**config.mk**
```make
export PLATFORM = sky130hd
export DESIGN_NAME = systolic_skew_feeder
export DESIGN_NICKNAME = d
export VERILOG_FILES = /design/src/rtl/systolic_skew_feeder_pkg.sv /design/src/rtl/systolic_skew_feeder_skew_lane.sv /design/src/rtl/systolic_skew_feeder.sv
export SDC_FILE = /design/constraint.sdc
export NUM_CORES = 1
export LEC_CHECK = 0
export ABC_AREA = 1
export BUFFER_PORTS_ARGS = -buffer_cell sky130_fd_sc_hd__buf_2
export CAP_MARGIN = 30
export CORE_MARGIN = 2
export CORE_UTILIZATION = 40
export CTS_CLUSTER_SIZE = 10
export DETAILED_ROUTE_END_ITERATION = 8
export GPL_ROUTABILITY_DRIVEN = 0
export GPL_TIMING_DRIVEN = 0
export HOLD_SLACK_MARGIN = 0.1
export SLEW_MARGIN = 0
export SYNTH_ARGS = -nofsm -noshare
export SYNTH_HDL_FRONTEND = slang
export SYNTH_SLANG_ARGS = --single-unit
export TNS_END_PERCENT = 10
```
**constraint.sdc**
```tcl
create_clock -name clk -period 5.5 [get_ports clk]
set_input_delay 0.275 -clock clk [delete_from_list [all_inputs] [get_ports clk]]
set_output_delay 0.275 -clock clk [all_outputs]
set_load 0.005 [all_outputs]
```
**src/rtl/systolic_skew_feeder_pkg.sv**
```systemverilog
// Shared types and constants for the systolic skew feeder.
package systolic_skew_feeder_pkg;

  localparam int unsigned DEFAULT_WIDTH      = 8;
  localparam int unsigned DEFAULT_ARRAY_SIZE = 4;
  localparam int unsigned RUN_CYCLES         = 3 * DEFAULT_ARRAY_SIZE - 2;

  typedef enum logic [1:0] {
    StLoad,
    StClear,
    StRun,
    StDone
  } state_e;

  // Length of the skewed stream (fill plus flush) for an NxN array.
  function automatic int unsigned run_cycles(input int unsigned n);
    return 3 * n - 2;
  endfunction

endpackage

```
**src/rtl/systolic_skew_feeder_skew_lane.sv**
```systemverilog
// One buffered lane (a row of A or a column of B). During RUN it emits the
// element at index t-LANE, or zero when that index falls outside the lane.
module systolic_skew_feeder_skew_lane #(
  parameter int unsigned WIDTH      = 8,
  parameter int unsigned ARRAY_SIZE = 4,
  parameter int unsigned LANE       = 0,
  parameter int unsigned TW         = 4
) (
  input  logic                          clk,
  input  logic                          rst,
  input  logic                          wr_en,
  input  logic [$clog2(ARRAY_SIZE)-1:0] wr_idx,
  input  logic [WIDTH-1:0]              wr_data,
  input  logic                          rd_en,
  input  logic [TW-1:0]                 rd_t,
  output logic [WIDTH-1:0]              elem
);

  localparam int unsigned KW = $clog2(ARRAY_SIZE);

  logic [WIDTH-1:0] mem_q [ARRAY_SIZE];
  logic [WIDTH-1:0] elem_d, elem_q;
  logic [TW-1:0]    rel;

  // Buffer storage; contents are always reloaded before being emitted.
  always_ff @(posedge clk) begin
    if (wr_en) begin
      mem_q[wr_idx] <= wr_data;
    end
  end

  // Select the skewed element for the upcoming RUN cycle.
  always_comb begin
    elem_d = '0;
    rel    = rd_t - TW'(LANE);
    if (rd_en && (rd_t >= TW'(LANE)) && (rel < TW'(ARRAY_SIZE))) begin
      elem_d = mem_q[KW'(rel)];
    end
  end

  // Registered lane output so the bus has no input-to-output path.
  always_ff @(posedge clk or negedge rst) begin
    if (!rst) begin
      elem_q <= '0;
    end else begin
      elem_q <= elem_d;
    end
  end

  assign elem = elem_q;

endmodule

```
**src/rtl/systolic_skew_feeder.sv**
```systemverilog
// Buffers one A/B operand pair, then drives diagonally skewed edge streams
// into an output-stationary PE array with a clear pulse before and a done
// pulse after the stream.
module systolic_skew_feeder
  import systolic_skew_feeder_pkg::*;
#(
  parameter int unsigned WIDTH      = DEFAULT_WIDTH,
  parameter int unsigned ARRAY_SIZE = DEFAULT_ARRAY_SIZE
) (
  input  logic                          clk,
  input  logic                          rst,
  input  logic                          in_valid,
  output logic                          in_ready,
  input  logic [ARRAY_SIZE*WIDTH-1:0]   a_col,
  input  logic [ARRAY_SIZE*WIDTH-1:0]   b_row,
  output logic [ARRAY_SIZE*WIDTH-1:0]   left_bus,
  output logic [ARRAY_SIZE*WIDTH-1:0]   up_bus,
  output logic                          array_clr,
  output logic                          busy,
  output logic                          done
);

  localparam int unsigned NumRun = run_cycles(ARRAY_SIZE);
  localparam int unsigned KW     = $clog2(ARRAY_SIZE);
  localparam int unsigned TW     = $clog2(NumRun);
  localparam logic [KW-1:0] LastK = KW'(ARRAY_SIZE - 1);
  localparam logic [TW-1:0] LastT = TW'(NumRun - 1);

  state_e        state_d, state_q;
  logic [KW-1:0] k_d, k_q;
  logic [TW-1:0] t_d, t_q;
  logic          accept;
  logic          run_d;
  logic          in_ready_d, in_ready_q;
  logic          clr_d, clr_q;
  logic          busy_d, busy_q;
  logic          done_d, done_q;

  // Next-state, beat counter and RUN cycle counter.
  always_comb begin
    state_d = state_q;
    k_d     = k_q;
    t_d     = t_q;
    accept  = in_valid && (state_q == StLoad);
    unique case (state_q)
      StLoad: begin
        if (accept) begin
          if (k_q == LastK) begin
            k_d     = '0;
            state_d = StClear;
          end else begin
            k_d = k_q + 1'b1;
          end
        end
      end
      StClear: begin
        t_d     = '0;
        state_d = StRun;
      end
      StRun: begin
        if (t_q == LastT) begin
          state_d = StDone;
        end else begin
          t_d = t_q + 1'b1;
        end
      end
      StDone: begin
        k_d     = '0;
        state_d = StLoad;
      end
      default: state_d = StLoad;
    endcase
  end

  // Outputs are decoded from the next state so they appear registered.
  always_comb begin
    run_d      = (state_d == StRun);
    in_ready_d = (state_d == StLoad);
    clr_d      = (state_d == StClear);
    busy_d     = (state_d != StLoad);
    done_d     = (state_d == StDone);
  end

  // FSM state, counters and registered control outputs.
  always_ff @(posedge clk or negedge rst) begin
    if (!rst) begin
      state_q    <= StLoad;
      k_q        <= '0;
      t_q        <= '0;
      in_ready_q <= 1'b1;
      clr_q      <= 1'b0;
      busy_q     <= 1'b0;
      done_q     <= 1'b0;
    end else begin
      state_q    <= state_d;
      k_q        <= k_d;
      t_q        <= t_d;
      in_ready_q <= in_ready_d;
      clr_q      <= clr_d;
      busy_q     <= busy_d;
      done_q     <= done_d;
    end
  end

  assign in_ready  = in_ready_q;
  assign array_clr = clr_q;
  assign busy      = busy_q;
  assign done      = done_q;

  for (genvar g = 0; g < ARRAY_SIZE; g++) begin : g_lane
    // Row g of A feeds PE(g,0).left, delayed by g cycles.
    systolic_skew_feeder_skew_lane #(
      .WIDTH      (WIDTH),
      .ARRAY_SIZE (ARRAY_SIZE),
      .LANE       (g),
      .TW         (TW)
    ) u_a_lane (
      .clk     (clk),
      .rst     (rst),
      .wr_en   (accept),
      .wr_idx  (k_q),
      .wr_data (a_col[g*WIDTH +: WIDTH]),
      .rd_en   (run_d),
      .rd_t    (t_d),
      .elem    (left_bus[g*WIDTH +: WIDTH])
    );

    // Column g of B feeds PE(0,g).up, delayed by g cycles.
    systolic_skew_feeder_skew_lane #(
      .WIDTH      (WIDTH),
      .ARRAY_SIZE (ARRAY_SIZE),
      .LANE       (g),
      .TW         (TW)
    ) u_b_lane (
      .clk     (clk),
      .rst     (rst),
      .wr_en   (accept),
      .wr_idx  (k_q),
      .wr_data (b_row[g*WIDTH +: WIDTH]),
      .rd_en   (run_d),
      .rd_t    (t_d),
      .elem    (up_bus[g*WIDTH +: WIDTH])
    );
  end

endmodule

```
### Word-level counts from Yosys, hierarchy flattened

Memory sizes are Yosys's and may differ from the RTL's.
Index checks and enable logic that the tools add are counted.

| operators by class | value |
|---|---|
| add/sub/neg operators | 5 |
| multiply operators | 0 |
| divide/modulo/power cells | 0 |
| $lt $le $gt $ge | 8 |
| eq/ne operators | 9 |
| shift-type cells | 0 |
| multiplexer cells | 19 |
| bitwise gates (word level) | 0 |
| reductions and logical operators | 14 |

Operators with widths:

| cell | number |
|---|---|
| $mux W8 | 8 |
| $lt A4 B3 Y1 const B | 4 |
| $eq A2 B2 Y1 const B | 5 |
| $mux W2 | 5 |
| $logic_and A1 B1 Y1 | 9 |
| $ge A4 B1 Y1 const B | 2 |
| $ge A4 B2 Y1 const B | 2 |
| $pmux W2 S4 | 1 |
| $pmux W4 S2 | 1 |
| $sub A4 B2 Y4 const B | 2 |
| $add A4 B1 Y4 const B | 1 |
| $eq A2 B1 Y1 const B | 2 |
| $eq A4 B4 Y1 const B | 1 |
| $logic_not A2 Y1 | 2 |
| $mux W4 | 1 |
| $pmux W2 S2 | 1 |
| $reduce_bool A2 Y1 | 2 |
| $sub A4 B1 Y4 const B | 1 |
| $add A2 B1 Y2 const B | 1 |
| $mux W1 | 2 |
| $ne A2 B2 Y1 const B | 1 |
| $reduce_and A2 Y1 | 1 |

| word-level totals | value |
|---|---|
| flip-flop bits (word level) | 76 |
| bits in latches | 0 |
| bits in writable memories | 256 |
| ROM bits | 0 |
| bits of input ports | 67 |
| output and inout bits | 68 |
| logic and storage cells | 78 |
| memories kept | 8 |

Memory list:

| name | words | bits a word | rd ports | clocked after Yosys merged registers in | write ports | RTL line | RTL |
|---|---|---|---|---|---|---|---|
| g_lane[0].u_a_lane.mem_q | 4 | 8 | 1 | 0 | 1 | systolic_skew_feeder_skew_lane.sv:21 | `logic [WIDTH-1:0] mem_q [ARRAY_SIZE];` |
| g_lane[0].u_b_lane.mem_q | 4 | 8 | 1 | 0 | 1 | systolic_skew_feeder_skew_lane.sv:21 |  |
| g_lane[1].u_a_lane.mem_q | 4 | 8 | 1 | 0 | 1 | systolic_skew_feeder_skew_lane.sv:21 |  |
| g_lane[1].u_b_lane.mem_q | 4 | 8 | 1 | 0 | 1 | systolic_skew_feeder_skew_lane.sv:21 |  |
| g_lane[2].u_a_lane.mem_q | 4 | 8 | 1 | 0 | 1 | systolic_skew_feeder_skew_lane.sv:21 |  |
| g_lane[2].u_b_lane.mem_q | 4 | 8 | 1 | 0 | 1 | systolic_skew_feeder_skew_lane.sv:21 |  |
| 2 more memories | - | - | - | - | - | - |  |

### Depth between registers and ports, before layout

| depth | value |
|---|---|
| depth in word-level cells | 8 |
| mapped depth | 18 |
| depth with buffers taken out | 15 |

### By module

Synthesis repeated with hierarchy kept, for this count alone.

| second synthesis, totals | value |
|---|---|
| cells, all modules | 1380 |
| area, all modules | 14237.4 sq um |

By module, submodules not included:

| module | times used | cells an instance | area an instance (sq um) |
|---|---|---|---|
| systolic_skew_feeder_skew_lane (g_lane[2].u_a_lane ...) | 2 | 171 | 1749.2 |
| systolic_skew_feeder_skew_lane (g_lane[1].u_a_lane ...) | 2 | 171 | 1719.1 |
| systolic_skew_feeder_skew_lane (g_lane[3].u_a_lane ...) | 2 | 168 | 1705.4 |
| systolic_skew_feeder_skew_lane (g_lane[0].u_a_lane ...) | 2 | 143 | 1616.6 |
| systolic_skew_feeder | 1 | 74 | 656.9 |

### Worst setup path after synthesis

No wires, ideal clock.

| path | value |
|---|---|
| kind | reg2reg |
| start | reg state_q[0] |
| end | mem g_lane[0].u_a_lane.mem_q[0][0] (enable) |
| arrival | 3431 ps |
| data required time | 5014 ps |
| slack | 1583 ps |
| stages on the path, launching flop included | 5 |
| path through | dfrtp_1 > inv_1 > ha_1 > nand2_2 > nor2_1 |

| between the ends | value |
|---|---|
| word-level cells in the longest chain between the ends | 4 |

Ends and longest elaborated chain:

| element | RTL line | RTL |
|---|---|---|
| start: declaration | systolic_skew_feeder.sv:29 | `state_e state_d, state_q;` |
| start signal: assignment | systolic_skew_feeder.sv:87 | `state_q <= StLoad;` |
| start signal: assignment | systolic_skew_feeder.sv:95 | `state_q <= state_d;` |
| $logic_not A2 Y1 | systolic_skew_feeder.sv:44 | `accept = in_valid && (state_q == StLoad);` |
| $logic_and A1 B1 Y1 | systolic_skew_feeder.sv:44 |  |
| $mux W1 | systolic_skew_feeder_skew_lane.sv:27 | `if (wr_en) begin` |
| $mux W1 (not written as such) | systolic_skew_feeder_skew_lane.sv:28 | `mem_q[wr_idx] <= wr_data;` |
| end: declaration | systolic_skew_feeder_skew_lane.sv:21 |  |

No other way between the ends.

### Final worst setup path

| path | value |
|---|---|
| start | reg state_q[0] |
| end | reg g_lane[3].u_b_lane.elem_q[4] |

| between the ends | value |
|---|---|
| word-level cells in the longest chain between the ends | 8 |
| elaborated cells on any way between the ends | 18 |
| classes of those cells | add/sub: 1; order compare: 2; eq/ne: 4; mux: 6; reduce/logical: 4; memory: 1 |

Ends and longest elaborated chain:

| element | RTL line | RTL |
|---|---|---|
| $logic_not A2 Y1 | systolic_skew_feeder.sv:44, systolic_skew_feeder.sv:45 |  |
| $logic_and A1 B1 Y1 | systolic_skew_feeder.sv:44 |  |
| $mux W2 | systolic_skew_feeder.sv:47 | `if (accept) begin` |
| $pmux W2 S4 * | systolic_skew_feeder.sv:45 | `unique case (state_q)` |
| net state_d[1] | systolic_skew_feeder.sv:29 |  |
| $eq A2 B2 Y1 * | systolic_skew_feeder.sv:77 | `run_d = (state_d == StRun);` |
| $logic_and A1 B1 Y1 * (2 in a row) | systolic_skew_feeder_skew_lane.sv:36 | `if (rd_en && (rd_t >= TW'(LANE)) && (rel < TW'(ARRAY_SIZE))) begin` |
| $mux W8 * | systolic_skew_feeder_skew_lane.sv:36 |  |
| net g_lane[3].u_b_lane.elem_d[4] | systolic_skew_feeder_skew_lane.sv:22 | `logic [WIDTH-1:0] elem_d, elem_q;` |
| end signal: assignment | systolic_skew_feeder_skew_lane.sv:46 | `elem_q <= elem_d;` |
| end: declaration | systolic_skew_feeder_skew_lane.sv:22 |  |

The timed path passes the listed nets; every way through them passes the cells marked *.
A chain may end at the register's enable or synchronous reset.

==> summary.txt <==
post-layout total power - 11.2 mW
port bufs - 134
remaining routing DRC violations - 0
Hold Fails Final Rpt - 0
Worst-path clk slew - 50 ps
final core utilization - 0.508
cell with the largest stage delay on the worst path - clkbuf_1
placement-stage cell area - 0.0148 mm^2
Max Cap Violations - 0
actual transition at the worst max-transition pin - 925 ps
run status - finished, final reports clean
static leakage power - 7.36 nW
share of synthesized area occupied by flip-flops and latches - 0.717
delay of the slowest cell on the worst path - 470 ps
worst hold-check path type - in2async
via total after detailed routing - 8598
sequential share of power - 0.294
clock share of power - 0.211
normalized max-slew margin - 0.382
number of failing setup endpoints in the final timing report - 0
endpoint arrival time on the critical path - 4300 ps
mean instance size in the synthesized netlist - 11.6 um^2
number of global-route vias before repair - 8656
cell area after layout - 0.0166 mm^2
WL met2 - 14500 um
post-CTS setup repair buffer count - 0
clock tree from TritonCTS - done
clock sink total - 332
met3 wire len - 1330 um
TritonCTS Buffers - 39
post-cts sizing count - 0
Warnings, synthesis - 0
Int Power - 6.38 mW
final-report max-slew violation count - 0
power density relative to cell area - 674 mW/mm^2
number of nets with antenna violations after routing - 0
final worst setup slack - 1640 ps
fraction of power consumed by combinational cells - 0.495
Met1 Wirelength - 13400 um
final-layout setup total negative slack - 0 ps
post-synthesis instance area - 0.0134 mm^2
Layout fillers - 2919
worst-case register-to-register setup slack - 1640 ps
endpoint class of the critical path - flip-flop
post-synthesis instance total - 1150
DIE WIDTH - 187 um
Nets - 1480
# IOs - 135
Synth Register Bits - 332
global-route wire length before repair - 47100 um
post-synthesis to final-layout area growth - 24.3%
top sig layer - met4
post-DR vias/cell - 4.60
setup repair after global routing missed its margin - false
clock root buffer - clkbuf_16
sum of overflow across all layers after global routing - 0
critical-path cell list - inv_1, ha_1, nand2_1, buf_4, buf_2, clkbuf_1, nand2_1, ha_1, clkbuf_1, inv_1, clkbuf_1, nand3_1, nand2_1, inv_1, nor2_1
fin cells - 1870
maximum number of pins on one net before global-route repair - 61
worst setup slack after placement - 1630 ps
clk_skew - 14.9 ps
WL/cell - 16.0 um
H-tree Lvls - 2
crit share post-route - 0.702
total net switching power - 4.82 mW
maximum buffer depth of the clock tree - 3
placed cell count - 1734
DRT iter0 DRCs - 377
first-pass detailed-route iteration total - 5
fraction of layout cells with a size suffix above 1 - 0.179
CP Launch Type - flip-flop
maximum frequency from static timing analysis - 0.259 GHz
Peak supply drop - 338 uV
standard-cell row count - 66
classification of the worst setup path - reg2reg
Hold WS - 172 ps
number of hold buffers added after cts - 65
later-pin clock latency in the skew report - 530 ps
number of antenna violations at the first check in global routing - 1
Data required, critical path - 5940 ps
Total Wirelength - 29900 um
largest fanout of any net on the critical path - 10
Net Sw Frac - 0.430
area of the die - 0.0349 mm^2
distinct cell type count after synthesis - 29
DP Wirelength - 19200 um
Core Area - 0.0327 mm^2
total track usage - 0.172
Net Count, Synth - 1232
Starting Density - 0.409
final critical path time including I/O delays and setup - 3860 ps
y dimension of the die - 187 um
final timing paths:
kind / from / to / cells after the start
min in group clk: in_valid / k_q[1]$_DFFE_PN0P_ / 5
min reg2reg: g_lane[0].u_a_lane.mem_q[3][2]$_DFFE_PP_ / g_lane[0].u_a_lane.elem[2]$_DFF_PN0_ / 2
max: state_q[0]$_DFF_PN0_ / g_lane[3].u_b_lane.elem[4]$_DFF_PN0_ / 15
max in group asynchronous: rst / g_lane[2].u_b_lane.elem[1]$_DFF_PN0_ / 3
min: rst / g_lane[1].u_a_lane.elem[5]$_DFF_PN0_ / 2
max reg2reg: state_q[0]$_DFF_PN0_ / g_lane[3].u_b_lane.elem[4]$_DFF_PN0_ / 15
layout by cell type, fill, tap and decap left out, drive strengths merged:
master	instances
nand3b	17
clkbuf	77
dlygate4sd3	65
edfxtp	256
and2	1
dfrtp	75
nand2	216
o21bai	1
nor3	1
ha	15
nor2	159
buf	184
a21oi	16
inv	174
nand3	82
o211ai	16
diode	2
dfstp	1
o21ai	38
nand4	32
flip-flops by register name, indices dropped and copies added (netlist names):
signal	count
array_clr	1
busy	1
done	1
g_lane.u_a_lane.elem	32
g_lane.u_a_lane.mem_q	128
g_lane.u_b_lane.elem	32
g_lane.u_b_lane.mem_q	128
in_ready	1
k_q	2
state_q	2
t_q	4
power groups by stage:
stage          Combinational [mW]  Sequential (mW)  Clock [mW]
2_1_floorplan                3.78             3.37           0
3_3_place_gp                 5.43             3.39           0
3_5_place_dp                 5.56             3.34           0
4_1_cts                      5.63             3.30        2.41
5_1_grt                      6.28             3.33        2.51
6_report                     5.54             3.29        2.37
critical path: cells and delay by family, from the launching register on:
kind / cells / cell delay (ps)
adder cells (fa/ha/maj): 2 / 690
buffers and inverters: 8 / 1940
flip-flops: 1 / 360
AND/OR/NAND/NOR: 5 / 780
synth_stat cells (all sizes together):
| cell type | n | area (um^2) |
|---|---|---|
| o21ai | 38 | 190 |
| dfrtp | 75 | 1880 |
| nand2 | 216 | 841 |
| ha | 15 | 188 |
| nor2 | 159 | 599 |
| dfstp | 1 | 26.3 |
| nand3 | 82 | 453 |
| nor3 | 1 | 5.00 |
| and2 | 1 | 6.26 |
| buf | 42 | 279 |
| o21bai | 1 | 7.51 |
| clkbuf | 9 | 35.0 |
| inv | 173 | 649 |
| edfxtp | 256 | 7690 |
| o211ai | 16 | 120 |
| nand4 | 32 | 200 |
| nand3b | 17 | 128 |
| a21oi | 16 | 80.1 |
kinds of logic after synthesis:
| family | count (synthesis) | share of synthesized area |
|---|---|---|
| buf+inv | 224 | 0.0721 |
| flops | 332 | 0.717 |
| simple gates | 508 | 0.167 |
| fa+ha+maj | 15 | 0.0140 |
| compound gates | 71 | 0.0298 |
layout make-up:
class                      count  area [um^2]  area share
clock inverter                 1         20.0     0.00120
clock buffer                  68         1150      0.0690
antenna                        2         5.00    0.000301
inverter                     173          652      0.0392
tap                          442          553      0.0333
timing repair buffer         207         1500      0.0902
multi-input combinational    594         2840       0.171
buffer                        51          314      0.0189
sequential                   332         9590       0.577
metal layers:
| layer | GRT usage | up-vias |
|---|---|---|
| met1 | 0.227 | 4064 |
| met5 | 0 | - |
| met3 | 0.0291 | 49 |
| li1 | - | 4287 |
| met4 | 0.0473 | 0 |
| met2 | 0.295 | 198 |
Note: power is estimated with default switching activity, not from simulation.
